<file path="config.mk">
export PLATFORM = sky130hd
export DESIGN_NAME = sd_clk_gen
export DESIGN_NICKNAME = d
export VERILOG_FILES = /design/src/rtl/sd_clk_gen.sv
export SDC_FILE = /design/constraint.sdc
export NUM_CORES = 1
export LEC_CHECK = 0
export BUFFER_PORTS_ARGS = -buffer_cell sky130_fd_sc_hd__buf_4
export CAP_MARGIN = 0
export CORE_ASPECT_RATIO = 2
export CORE_MARGIN = 2
export CORE_UTILIZATION = 25
export DETAILED_ROUTE_END_ITERATION = 8
export PLACE_DENSITY = 0.5
export SLEW_MARGIN = 20
export SYNTH_ARGS = -nofsm -noshare
export SYNTH_HDL_FRONTEND = slang
export SYNTH_SLANG_ARGS = --single-unit
</file>
<file path="constraint.sdc">
create_clock -name clk -period 3.05 [get_ports clk]
set_input_delay 0.915 -clock clk [delete_from_list [all_inputs] [get_ports clk]]
set_output_delay 0.915 -clock clk [all_outputs]
set_load 0.02 [all_outputs]
</file>
<file path="src/rtl/sd_clk_gen.sv">
// SPI/SD clock generator: emits bursts of N clock periods at a slow or fast rate,
// with registered leading/trailing edge strobes for clk-domain shifters.
module sd_clk_gen #(
   parameter int unsigned CNT_W     = 9,
   parameter int unsigned SLOW_HALF = 124,
   parameter int unsigned FAST_HALF = 1,
   parameter bit          CPOL      = 1'b0,
   parameter int unsigned NCYC_W    = 16
) (
   input  logic              clk,
   input  logic              reset,
   input  logic              fast_sel,
   input  logic              start,
   input  logic [NCYC_W-1:0] n_cycles,
   input  logic              abort,
   output logic              spi_clk,
   output logic              lead_stb,
   output logic              trail_stb,
   output logic              busy,
   output logic              done
);

   typedef enum logic {S_IDLE = 1'b0, S_RUN = 1'b1} state_t;

   state_t            r_state, w_state_nx;
   logic [CNT_W-1:0]  r_cnt, w_cnt_nx;
   logic [CNT_W-1:0]  r_half, w_half_nx;
   logic [NCYC_W-1:0] r_rem, w_rem_nx;
   logic              r_abort, w_abort_nx;
   logic              r_spi_clk, w_spi_clk_nx;
   logic              r_lead, w_lead_nx;
   logic              r_trail, w_trail_nx;
   logic              r_busy, w_busy_nx;
   logic              r_done, w_done_nx;

   // State and output registers; reset wins over everything.
   always_ff @(posedge clk) begin
      if (reset) begin
         r_state   <= S_IDLE;
         r_cnt     <= '0;
         r_half    <= '0;
         r_rem     <= '0;
         r_abort   <= 1'b0;
         r_spi_clk <= CPOL;
         r_lead    <= 1'b0;
         r_trail   <= 1'b0;
         r_busy    <= 1'b0;
         r_done    <= 1'b0;
      end else begin
         r_state   <= w_state_nx;
         r_cnt     <= w_cnt_nx;
         r_half    <= w_half_nx;
         r_rem     <= w_rem_nx;
         r_abort   <= w_abort_nx;
         r_spi_clk <= w_spi_clk_nx;
         r_lead    <= w_lead_nx;
         r_trail   <= w_trail_nx;
         r_busy    <= w_busy_nx;
         r_done    <= w_done_nx;
      end
   end

   // Next-state and next-output logic.
   always_comb begin
      w_state_nx   = r_state;
      w_cnt_nx     = r_cnt;
      w_half_nx    = r_half;
      w_rem_nx     = r_rem;
      w_abort_nx   = r_abort;
      w_spi_clk_nx = r_spi_clk;
      w_lead_nx    = 1'b0;
      w_trail_nx   = 1'b0;
      w_busy_nx    = r_busy;
      w_done_nx    = 1'b0;

      case (r_state)
         S_IDLE: begin
            w_cnt_nx     = '0;
            w_spi_clk_nx = CPOL;
            w_abort_nx   = 1'b0;
            w_busy_nx    = 1'b0;
            if (start) begin
               w_half_nx = fast_sel ? CNT_W'(FAST_HALF) : CNT_W'(SLOW_HALF);
               w_rem_nx  = n_cycles;
               if (n_cycles != '0) begin
                  w_state_nx = S_RUN;
                  w_busy_nx  = 1'b1;
               end else begin
                  w_done_nx = 1'b1;
               end
            end
         end
         S_RUN: begin
            w_abort_nx = r_abort | abort;
            if (r_cnt == r_half) begin
               w_cnt_nx     = '0;
               w_spi_clk_nx = ~r_spi_clk;
               if (r_spi_clk == CPOL) begin
                  w_lead_nx = 1'b1;
               end else begin
                  // Trailing edge: count down and end the burst on the last one or an abort.
                  w_trail_nx = 1'b1;
                  w_rem_nx   = r_rem - NCYC_W'(1);
                  if ((r_rem == NCYC_W'(1)) || r_abort || abort) begin
                     w_state_nx = S_IDLE;
                     w_busy_nx  = 1'b0;
                     w_done_nx  = 1'b1;
                     w_abort_nx = 1'b0;
                  end
               end
            end else begin
               w_cnt_nx = r_cnt + CNT_W'(1);
            end
         end
      endcase
   end

   assign spi_clk   = r_spi_clk;
   assign lead_stb  = r_lead;
   assign trail_stb = r_trail;
   assign busy      = r_busy;
   assign done      = r_done;

endmodule

</file>
==> metrics.csv <==
metric,value,unit
grt_max_degree,28,
ys_ff_latch,34,
layout.cells.non_filler,333,
power_density,588,nW/um2
holdWs,470,ps
period_minus_slack,2190,ps
power_frac_comb,21.7,%
num_antenna_cells,0,
die_w,63.5,um
io_pins,26,
synth_edf_count,0,
slew_headroom,62.0,%
cts_buffers,5,
syn_inst,214,
clock_skew,7.25,ps
seq_power_share,39.1,%
multi_input_area,1030,um2
rows,43,
critical_path_class,flip-flop to flip-flop,
worst_skew_pair.late_latency,280,ps
nFillCells,758,
synth_ff_type,dfxtp_1,
first_iter_violations,135,
syn_area_per_cell,8.26,um2
grt_pass1_wl,8260,um
slew_viol_final,0,
finalSetupViolCount,0,
intPower,0.915,mW
critPathRequiredTime,3240,ps
yosys.area.top_type,dfxtp_1,
synth.distinct_cells,41,
initial_core_util,25.7,%
antenna_left,0,
vias,1687,
largest_reg_flops,16,
fin_util,32.2,%
status,completed,
grt_setup_unrepaired,false,
swShare,29.7,%
clock.fmax,0.457,GHz
cts.sinks,34,
post_cts_buffers,0,
io_buffers,25,
overflow,0,
ys_seq_area_share,38.5,%
cts_tree,done,
yosysWarnings,0,
worst_setup_path_start_kind,flip-flop,
core,6890,um2
drv_cap,0,
hp-class,flip-flop to flip-flop,
final_common_cell,dfxtp_1,
cp.arrival,2370,ps
peakVddDrop,232,uV
dp.cells,325,
cts.hold.buffers_added,0,
syn_nets,238,
drt_wl_total,5060,um
design_area,2210,um2
synth_top_area_share,38.5,%
fin_nets,266,
syn-cell-area,1770,um2
clk_pin_slew_worst_paths,60,ps
htreeDepth,2,
cts_root_buffer,clkbuf_16,
dr.pass1.iters,6,
grt_usage,13.8,%
clockBufferDepth,2,
reg.largest.list,"r_rem: 16 flops, r_cnt: 9 flops, r_half: 2 flops",
regMostFlops,r_rem,
drive_gt1_share,18.9,%
power.leakage,0.852,nW
setup_tns,0,ps
critPathCaptureType,flip-flop,
avgRoutedWirePerCell,15.2,um
regArea,681,um2
grt_antenna_before_repair,0,
fin_crit_sh,71.7,%
tightest_slew,569,ps
avgViaCountPerCell,5.07,
grt_pass1_vias,1707,
postPlaceCellArea,2060,um2
dp_hpwl,4060,um
drcViolationCount,0,
ys_top_cells_by_area,"dfxtp_1 (38%), nor2_1 (6.2%), nand2_1 (4.9%)",
p_clk_share,39.2,%
die_y,123,um
hold_viol_final,0,
worstPathMaxFanout,13,
ctsResizeCount,0,
gp_congestion,0.796,
area_delta_synth_final,25.3,%
dieArea,7800,um2
layout_common_cells,"dfxtp_1 (34), nor2_1 (29), buf_4 (29), nand2_1 (23), nor4_1 (11)",
async_flop_share,0,%
power.switching,0.387,mW
==> power groups by stage <==
stage	Clock [mW]	Combinational (mW)	Sequential [mW]
after CTS	0.524	0.285	0.509
after global routing	0.539	0.312	0.514
final	0.510	0.282	0.509
after detailed placement	0	0.284	0.519
after floorplan	0	0.180	0.515
after global placement	0	0.284	0.519
==> cells in the mapped netlist, types with 4 or more instances <==
cell type  instances
and3_1             4
nor4_1            11
nand3_1            8
a21oi_1            4
o22ai_1            8
o21ai_0            6
or3_1              5
nor3_1             8
xor2_1             8
a31oi_1            5
nand2_1           23
clkbuf_1           6
nor2b_1            8
dfxtp_1           34
nor2_1            29
inv_1              5
nand4_1            4
==> metal layers <==
layer / vias up / global-route usage, % / routed length (um) / share of wire (%)
li1: 836 / - / - / -
met1: 793 / 12.6 / 1760 / 35
met2: 45 / 28.1 / 2990 / 59
met3: 13 / 2.82 / 151 / 3.0
met4: 0 / 6.52 / 164 / 3.2
met5: - / 0 / 0 / 0
==> logic make-up (layout without fill, tap and decap cells) <==
group / after synthesis / in the layout / synth area share (%)
simple gates: 110 / 110 / 32.1
compound gates: 40 / 40 / 17.1
flops: 34 / 34 / 38.5
buf+inv: 13 / 42 / 3.04
xor+xnor: 11 / 11 / 5.45
fa+ha+maj: 3 / 3 / 2.12
mux: 3 / 3 / 1.70
==> worst paths after layout <==
| path | slack [ps] | endpoint | cells past startpoint | startpoint |
|---|---|---|---|---|
| hold reg to reg | 470 | busy | 2 | busy |
| setup reg to reg | 860 | r_rem[12] | 5 | r_half[5] |
| setup / recovery | 860 | r_rem[12] | 5 | r_half[5] |
| hold / removal | 470 | busy | 2 | busy |
==> area by class of cell <==
cell class | instances | share of cell area (%)
clock inverters | 2 | 0.565
inverters | 5 | 0.847
repair buffers | 29 | 9.83
clock buffers | 6 | 6.27
well taps | 90 | 5.08
flip-flops and latches | 34 | 30.7
multi-input cells | 167 | 46.7
==> per-stage QoR <==
stage	worst slack (ps)	total power [mW]
after global placement	893	0.803
final	864	1.30
after detailed placement	838	0.803
after global routing	710	1.36
after floorplan	1130	0.695
after CTS	832	1.32
==> critical path, cell delays in order, from the launching register on <==
cell	delay [ps]
dfxtp_1	330
nor4_1	390
a32oi_1	200
or3_4	530
or3_1	410
a221oi_2	240
No activity file was read; power rests on OpenSTA's default activity.
